## src/rtl/coco_sd_responder.sv

```systemverilog
// -----------------------------------------------------------------------------
// coco_sd_responder
//
// Serves 512-byte block reads and writes for four virtual SD drives out of a
// shared byte-wide backing memory. Drives are arbitrated round-robin; each
// block is moved one byte at a time between the drive's buffer and memory at
//    MEM_BASE + {drive[1:0], lba[10:0], byte[8:0]}.
// Blocks beyond lba 2047 never reach memory: reads return zeros and writes
// are dropped, but the drive still sees a full 512-byte transfer.
//
// Ports
//    CLK, RESET_N             clock (rising edge), async active-low reset
//    sd_lba_0..3              block address per drive
//    sd_rd, sd_wr             per-drive read / write request levels
//    sd_ack                   one-hot acknowledge of the drive being served
//    sd_buff_addr             byte index inside the block
//    sd_buff_dout, sd_buff_wr read byte and its one-cycle write strobe
//    sd_buff_din_0..3         drive buffer read data (2-cycle latency)
//    mem_addr, mem_rd, mem_wr backing-memory request, held until mem_ready
//    mem_wdata, mem_rdata     memory write / read data
//    mem_ready                request accepted; mem_rdata valid this cycle
// -----------------------------------------------------------------------------
module coco_sd_responder #(
   parameter int unsigned       MEM_AW   = 25,
   parameter logic [MEM_AW-1:0] MEM_BASE = MEM_AW'(25'h0000000)
) (
   input  logic              CLK,
   input  logic              RESET_N,
   input  logic [31:0]       sd_lba_0,
   input  logic [31:0]       sd_lba_1,
   input  logic [31:0]       sd_lba_2,
   input  logic [31:0]       sd_lba_3,
   input  logic [3:0]        sd_rd,
   input  logic [3:0]        sd_wr,
   output logic [3:0]        sd_ack,
   output logic [8:0]        sd_buff_addr,
   output logic [7:0]        sd_buff_dout,
   output logic              sd_buff_wr,
   input  logic [7:0]        sd_buff_din_0,
   input  logic [7:0]        sd_buff_din_1,
   input  logic [7:0]        sd_buff_din_2,
   input  logic [7:0]        sd_buff_din_3,
   output logic [MEM_AW-1:0] mem_addr,
   output logic              mem_rd,
   output logic              mem_wr,
   output logic [7:0]        mem_wdata,
   input  logic [7:0]        mem_rdata,
   input  logic              mem_ready
);

   typedef enum logic [2:0] {
      S_IDLE,
      S_ACK,
      S_RD_REQ,
      S_RD_PUSH,
      S_WR_ADDR,
      S_WR_SAMPLE,
      S_WR_REQ,
      S_DONE
   } state_t;

   state_t      state_reg;
   logic [1:0]  rr_ptr_reg;
   logic [1:0]  drive_reg;
   logic        op_wr_reg;
   logic [10:0] lba_reg;
   logic        oob_reg;

   logic [31:0] lba_in [4];
   logic [7:0]  din_in [4];
   logic [3:0]  pending;
   logic        pick_valid;
   logic [1:0]  pick_idx;
   logic [1:0]  cand;
   logic [8:0]  addr_next;
   logic        last_byte;

   assign lba_in[0] = sd_lba_0;
   assign lba_in[1] = sd_lba_1;
   assign lba_in[2] = sd_lba_2;
   assign lba_in[3] = sd_lba_3;
   assign din_in[0] = sd_buff_din_0;
   assign din_in[1] = sd_buff_din_1;
   assign din_in[2] = sd_buff_din_2;
   assign din_in[3] = sd_buff_din_3;

   assign pending   = sd_rd | sd_wr;
   assign addr_next = sd_buff_addr + 9'd1;
   assign last_byte = (sd_buff_addr == 9'd511);

   // Round-robin pick: scan from the farthest offset down so the drive
   // closest to rr_ptr is the one left standing.
   always_comb begin
      pick_valid = 1'b0;
      pick_idx   = rr_ptr_reg;
      cand       = rr_ptr_reg;
      for (int i = 3; i >= 0; i--) begin
         cand = rr_ptr_reg + 2'(i);
         if (pending[cand]) begin
            pick_valid = 1'b1;
            pick_idx   = cand;
         end
      end
   end

   function automatic logic [MEM_AW-1:0] block_addr(input logic [1:0]  drv,
                                                    input logic [10:0] lba,
                                                    input logic [8:0]  idx);
      logic [21:0] offset;
      offset = {drv, lba, idx};
      return MEM_BASE + MEM_AW'(offset);
   endfunction

   always_ff @(posedge CLK or negedge RESET_N) begin
      if (!RESET_N) begin
         state_reg    <= S_IDLE;
         rr_ptr_reg   <= 2'd0;
         drive_reg    <= 2'd0;
         op_wr_reg    <= 1'b0;
         lba_reg      <= 11'd0;
         oob_reg      <= 1'b0;
         sd_ack       <= 4'd0;
         sd_buff_addr <= 9'd0;
         sd_buff_dout <= 8'd0;
         sd_buff_wr   <= 1'b0;
         mem_addr     <= '0;
         mem_rd       <= 1'b0;
         mem_wr       <= 1'b0;
         mem_wdata    <= 8'd0;
      end else begin
         sd_buff_wr <= 1'b0;
         case (state_reg)
            S_IDLE: begin
               if (pick_valid) begin
                  drive_reg    <= pick_idx;
                  op_wr_reg    <= sd_wr[pick_idx];
                  lba_reg      <= lba_in[pick_idx][10:0];
                  oob_reg      <= |lba_in[pick_idx][31:11];
                  rr_ptr_reg   <= pick_idx + 2'd1;
                  sd_buff_addr <= 9'd0;
                  mem_addr     <= block_addr(pick_idx, lba_in[pick_idx][10:0], 9'd0);
                  sd_ack       <= 4'b0001 << pick_idx;
                  state_reg    <= S_ACK;
               end
            end

            S_ACK: begin
               if (op_wr_reg) begin
                  state_reg <= S_WR_ADDR;
               end else begin
                  mem_rd    <= !oob_reg;
                  state_reg <= S_RD_REQ;
               end
            end

            S_RD_REQ: begin
               if (oob_reg) begin
                  sd_buff_dout <= 8'h00;
                  sd_buff_wr   <= 1'b1;
                  state_reg    <= S_RD_PUSH;
               end else if (mem_ready) begin
                  mem_rd       <= 1'b0;
                  sd_buff_dout <= mem_rdata;
                  sd_buff_wr   <= 1'b1;
                  state_reg    <= S_RD_PUSH;
               end
            end

            S_RD_PUSH: begin
               if (last_byte) begin
                  state_reg <= S_DONE;
               end else begin
                  sd_buff_addr <= addr_next;
                  mem_addr     <= block_addr(drive_reg, lba_reg, addr_next);
                  mem_rd       <= !oob_reg;
                  state_reg    <= S_RD_REQ;
               end
            end

            // One dead cycle gives the drive buffer its read latency before
            // WR_SAMPLE takes the byte.
            S_WR_ADDR: state_reg <= S_WR_SAMPLE;

            S_WR_SAMPLE: begin
               mem_wdata <= din_in[drive_reg];
               mem_wr    <= !oob_reg;
               state_reg <= S_WR_REQ;
            end

            S_WR_REQ: begin
               if (oob_reg || mem_ready) begin
                  mem_wr <= 1'b0;
                  if (last_byte) begin
                     state_reg <= S_DONE;
                  end else begin
                     sd_buff_addr <= addr_next;
                     mem_addr     <= block_addr(drive_reg, lba_reg, addr_next);
                     state_reg    <= S_WR_ADDR;
                  end
               end
            end

            // Ack drops as DONE is left, so back-to-back blocks show exactly
            // one low cycle (the IDLE cycle) between acknowledges.
            S_DONE: begin
               sd_ack    <= 4'd0;
               state_reg <= S_IDLE;
            end

            default: state_reg <= S_IDLE;
         endcase
      end
   end

endmodule

```

## config.mk

```make
export PLATFORM = sky130hd
export DESIGN_NAME = coco_sd_responder
export DESIGN_NICKNAME = d
export VERILOG_FILES = /design/src/rtl/coco_sd_responder.sv
export SDC_FILE = /design/constraint.sdc
export NUM_CORES = 1
export LEC_CHECK = 0
export CORE_MARGIN = 2
export CORE_UTILIZATION = 34
export DETAILED_ROUTE_END_ITERATION = 10
export GPL_ROUTABILITY_DRIVEN = 1
export PLACE_DENSITY_LB_ADDON = 0.1
export SYNTH_ARGS = -nofsm -noshare
export SYNTH_HDL_FRONTEND = slang
export SYNTH_SLANG_ARGS = --single-unit
```

## constraint.sdc

```tcl
create_clock -name CLK -period 1.84 [get_ports CLK]
set_input_delay 0.552 -clock CLK [delete_from_list [all_inputs] [get_ports CLK]]
set_output_delay 0.552 -clock CLK [all_outputs]
set_load 0.1 [all_outputs]
```

==> results.py <==
metrics = {
    "finish": {
        "area_delta_synth_final_pct": 113,
        "num_antenna_cells": 0,
        "nets": 851,
        "n_fill_cell": 812,
        "multi_input_area_um2": 2450,
        "postLayoutCoreUtil_pct": 73.6,
        "drive_above_1_share_pct": 40.4,
        "largest_register_ffs": 14,
        "fin_area_um2": 8330,
        "register_area_um2": 1650,
    },
    "yosys": {
        "synth.top_cell.area_share_pct": 41.7,
        "synth_area_leaders": "dfrtp_1 (42%), mux2i_1 (6.4%), mux4_2 (4.6%), o22ai_2 (3.5%), mux2_2 (2.9%)",
        "yosysWarnings": 0,
        "netlist_instances": 364,
        "avgSynthCellArea_um2": 10.7,
        "synthDistinctLibCells": 55,
        "synth_seq_cells": 65,
        "synth_top_area_cell": "dfrtp_1",
        "netlist_area_um2": 3900,
        "synth_edf_count": 0,
        "seq_area_frac_synth_pct": 41.7,
        "yosys-top-cells-count": "dfrtp_1 (65), nand2_1 (26), mux2i_1 (25), nor4_1 (18), a21oi_1 (16)",
        "synth-async-reset-ratio_pct": 100,
        "synth_most_common_cell": "dfrtp_1",
        "synthFlopType": "dfrtp_1",
    },
    "pwr": {
        "switching_share_pct": 35.0,
        "p_sw_mw": 1.94,
        "pwr-share-seq_pct": 28.6,
        "p_leak_nw": 3.63,
        "p_per_area_nw_per_um2": 666,
        "pwr-share-comb_pct": 40.3,
        "power_frac_clock_pct": 31.1,
        "p_int_mw": 3.61,
        "ir_worst_vdd_v": 0.000645,
    },
    "global_route": {
        "antenna_found_initial": 0,
        "grt_usage_pct": 23.7,
        "first_global_vias": 4571,
        "grt_pass1_wl_um": 23800,
        "gr-total-overflow": 0,
        "grt_max_degree": 66,
    },
    "sta": {
        "post-route-period-util_pct": 121,
        "hold_viol_final": 0,
        "fin_worst_skew_ns": 0.00463,
        "rsz0062_at_grt": "yes",
        "max_slew.worst_pin.slew_ns": 0.490,
        "relSlewSlack_pct": 67.1,
        "fin_ws_ns": -0.382,
        "max_freq_mhz": 450,
        "setup_tns_ns": -11.99,
        "period_needed_ns": 2.22,
        "final_max_slew_viol_count": 0,
        "fin_hold_ws_ns": 0.243,
        "setup_viol": 42,
    },
    "drt": {
        "drc": 0,
        "drt_pass1_iterations": 4,
        "post_drt_wl_per_cell_um": 18.2,
        "wirelength_um": 14800,
        "postRouteAntennaNets": 0,
        "num_vias": 4275,
        "drt_iter0_markers": 148,
        "avgViaCountPerCell": 5.25,
    },
    "critical_path": {
        "cp.required_ns": 2.05,
        "worstSetupPathType": "primary input to register",
        "arrival_ns": 2.43,
        "crit_path_end_kind": "register",
        "cp_max_fo": 6,
        "start_kind": "primary input",
    },
    "placed_design": {
        "portBuffers": 232,
        "gp_routability_congestion": 0.875,
        "place_area_um2": 7300,
        "post-dp-hpwl_um": 10200,
    },
    "clock_network": {
        "cts_hold_buf": 0,
        "cts-root-buf": "clkbuf_16",
        "insertion_delay_ns": 0.32,
        "clockBufferDepth": 2,
        "cts_tree": "done",
        "numCtsBuffers": 9,
        "cts_sinks": 65,
        "clkTransAtPathRegs_ns": 0.06,
        "htree_num_levels": 3,
    },
    "job": {
        "drv_cap": 0,
    },
    "min_path": {
        "hp-class": "primary input to async pin",
    },
    "die": {
        "die_y_um": 111,
        "core.rowCount": 39,
        "die-area_um2": 12400,
        "die_w_um": 111,
        "start_util_pct": 34.5,
        "ioPinCount": 236,
        "core_um2": 11300,
    },
    "run_status": {
        "outcome": "finished, violations left",
        "violations": "setup timing",
    },
}
critical path, stage by stage:
cell and delay (ns):
buf_6 0.09, or4_4 0.54, buf_4 0.16, buf_4 0.14
o21ai_4 0.16, buf_6 0.12, o21a_1 0.15, buf_12 0.14
buf_4 0.11, nor3_2 0.04, xnor2_1 0.17, nor2_1 0.06
layout make-up:
cell class / instances / area share [%]
multi-input combinational: 264 / 29.4
clock buffer: 11 / 2.91
timing repair buffer: 319 / 44.6
sequential: 65 / 19.8
tap: 143 / 2.15
clock inverter: 5 / 0.661
inverter: 7 / 0.405
placed cells by master (no fill, tap or decap), drive strengths merged, types with 2 or more instances in the layout:
| master | n |
|---|---|
| clkdlybuf4s50 | 166 |
| buf | 147 |
| dfrtp | 65 |
| nand2 | 27 |
| mux2i | 25 |
| nor4 | 18 |
| a21oi | 17 |
| o21ai | 17 |
| nor2 | 14 |
| o22ai | 13 |
| clkbuf | 13 |
| and3 | 12 |
| a21o | 11 |
| a211o | 11 |
| mux2 | 10 |
| a22o | 9 |
| mux4 | 8 |
| nor3 | 8 |
| or4 | 8 |
| inv | 7 |
| nand4 | 6 |
| nand3 | 6 |
| ha | 6 |
| nand2b | 4 |
| xor2 | 3 |
| conb | 3 |
| o21a | 3 |
| a31oi | 2 |
| xnor2 | 2 |
| nand3b | 2 |
| o221ai | 2 |
| clkinvlp | 2 |
| clkinv | 2 |
| dlygate4sd2 | 2 |
| o21bai | 2 |
| or2b | 2 |
| o311ai | 2 |
path summary, 6_finish.rpt:
path,startpoint,end,slack [ns],cells after the start
worst max-delay path,sd_wr[0],sd_buff_addr[5],-0.38,12
worst min register to register,lba_reg[1],lba_reg[1],0.47,1
worst min-delay path,RESET_N,sd_buff_dout[3],0.24,2
max in group asynchronous,RESET_N,sd_buff_addr[3],1.27,2
worst max register to register,sd_buff_addr[3],sd_buff_addr[5],-0.33,12
min in group CLK,lba_reg[1],lba_reg[1],0.47,1
metal layers:
| metal | track usage [%] | vias up | routed length [um] |
|---|---|---|---|
| met5 | 0 | - | 0 |
| met3 | 5.47 | 15 | 970 |
| li1 | - | 1988 | - |
| met2 | 41.8 | 173 | 7690 |
| met1 | 29.5 | 2099 | 6000 |
| met4 | 5.76 | 0 | 142 |
power groups by stage:
stage	logic, mW	clock network, mW	registers [mW]
final	2.23	1.72	1.59
after global routing	2.32	1.81	1.60
after CTS	2.19	1.74	1.59
after detailed placement	2.10	0	1.61
after global placement	2.08	0	1.61
after floorplan	0.540	0	2.15
what timing repair did:
item / 4_1_cts / 5_1_grt
gates resized for setup: 97 / 43
pin swaps: 26 / 22
cloned: 7 / 1
setup endpoints to repair: 45 / 53
setup buffers: 21 / 10
cell families (layout without fill, tap and decap cells):
kind of cell | Yosys count | count (layout) | synth area share, %
AOI/OAI and AO/OA | 96 | 97 | 19.3
xor gates and xnor gates | 5 | 5 | 1.12
adders and majority gates | 6 | 6 | 1.92
buffers and inverters | 39 | 342 | 6.98
DFF | 65 | 65 | 41.7
muxes | 43 | 43 | 13.9
other | 1 | 3 | 0.0960
and+or+nand+nor | 109 | 110 | 15.0
per-stage QoR:
stage	total power, mW	setup slack (ns)	instances
final	5.55	-0.382	814
after global routing	5.73	-0.456	814
after CTS	5.52	-0.431	809
after detailed placement	3.72	-1.08	767
after global placement	3.69	-0.955	767
after floorplan	2.69	-0.455	366
Power figures use the tool's default switching activity.
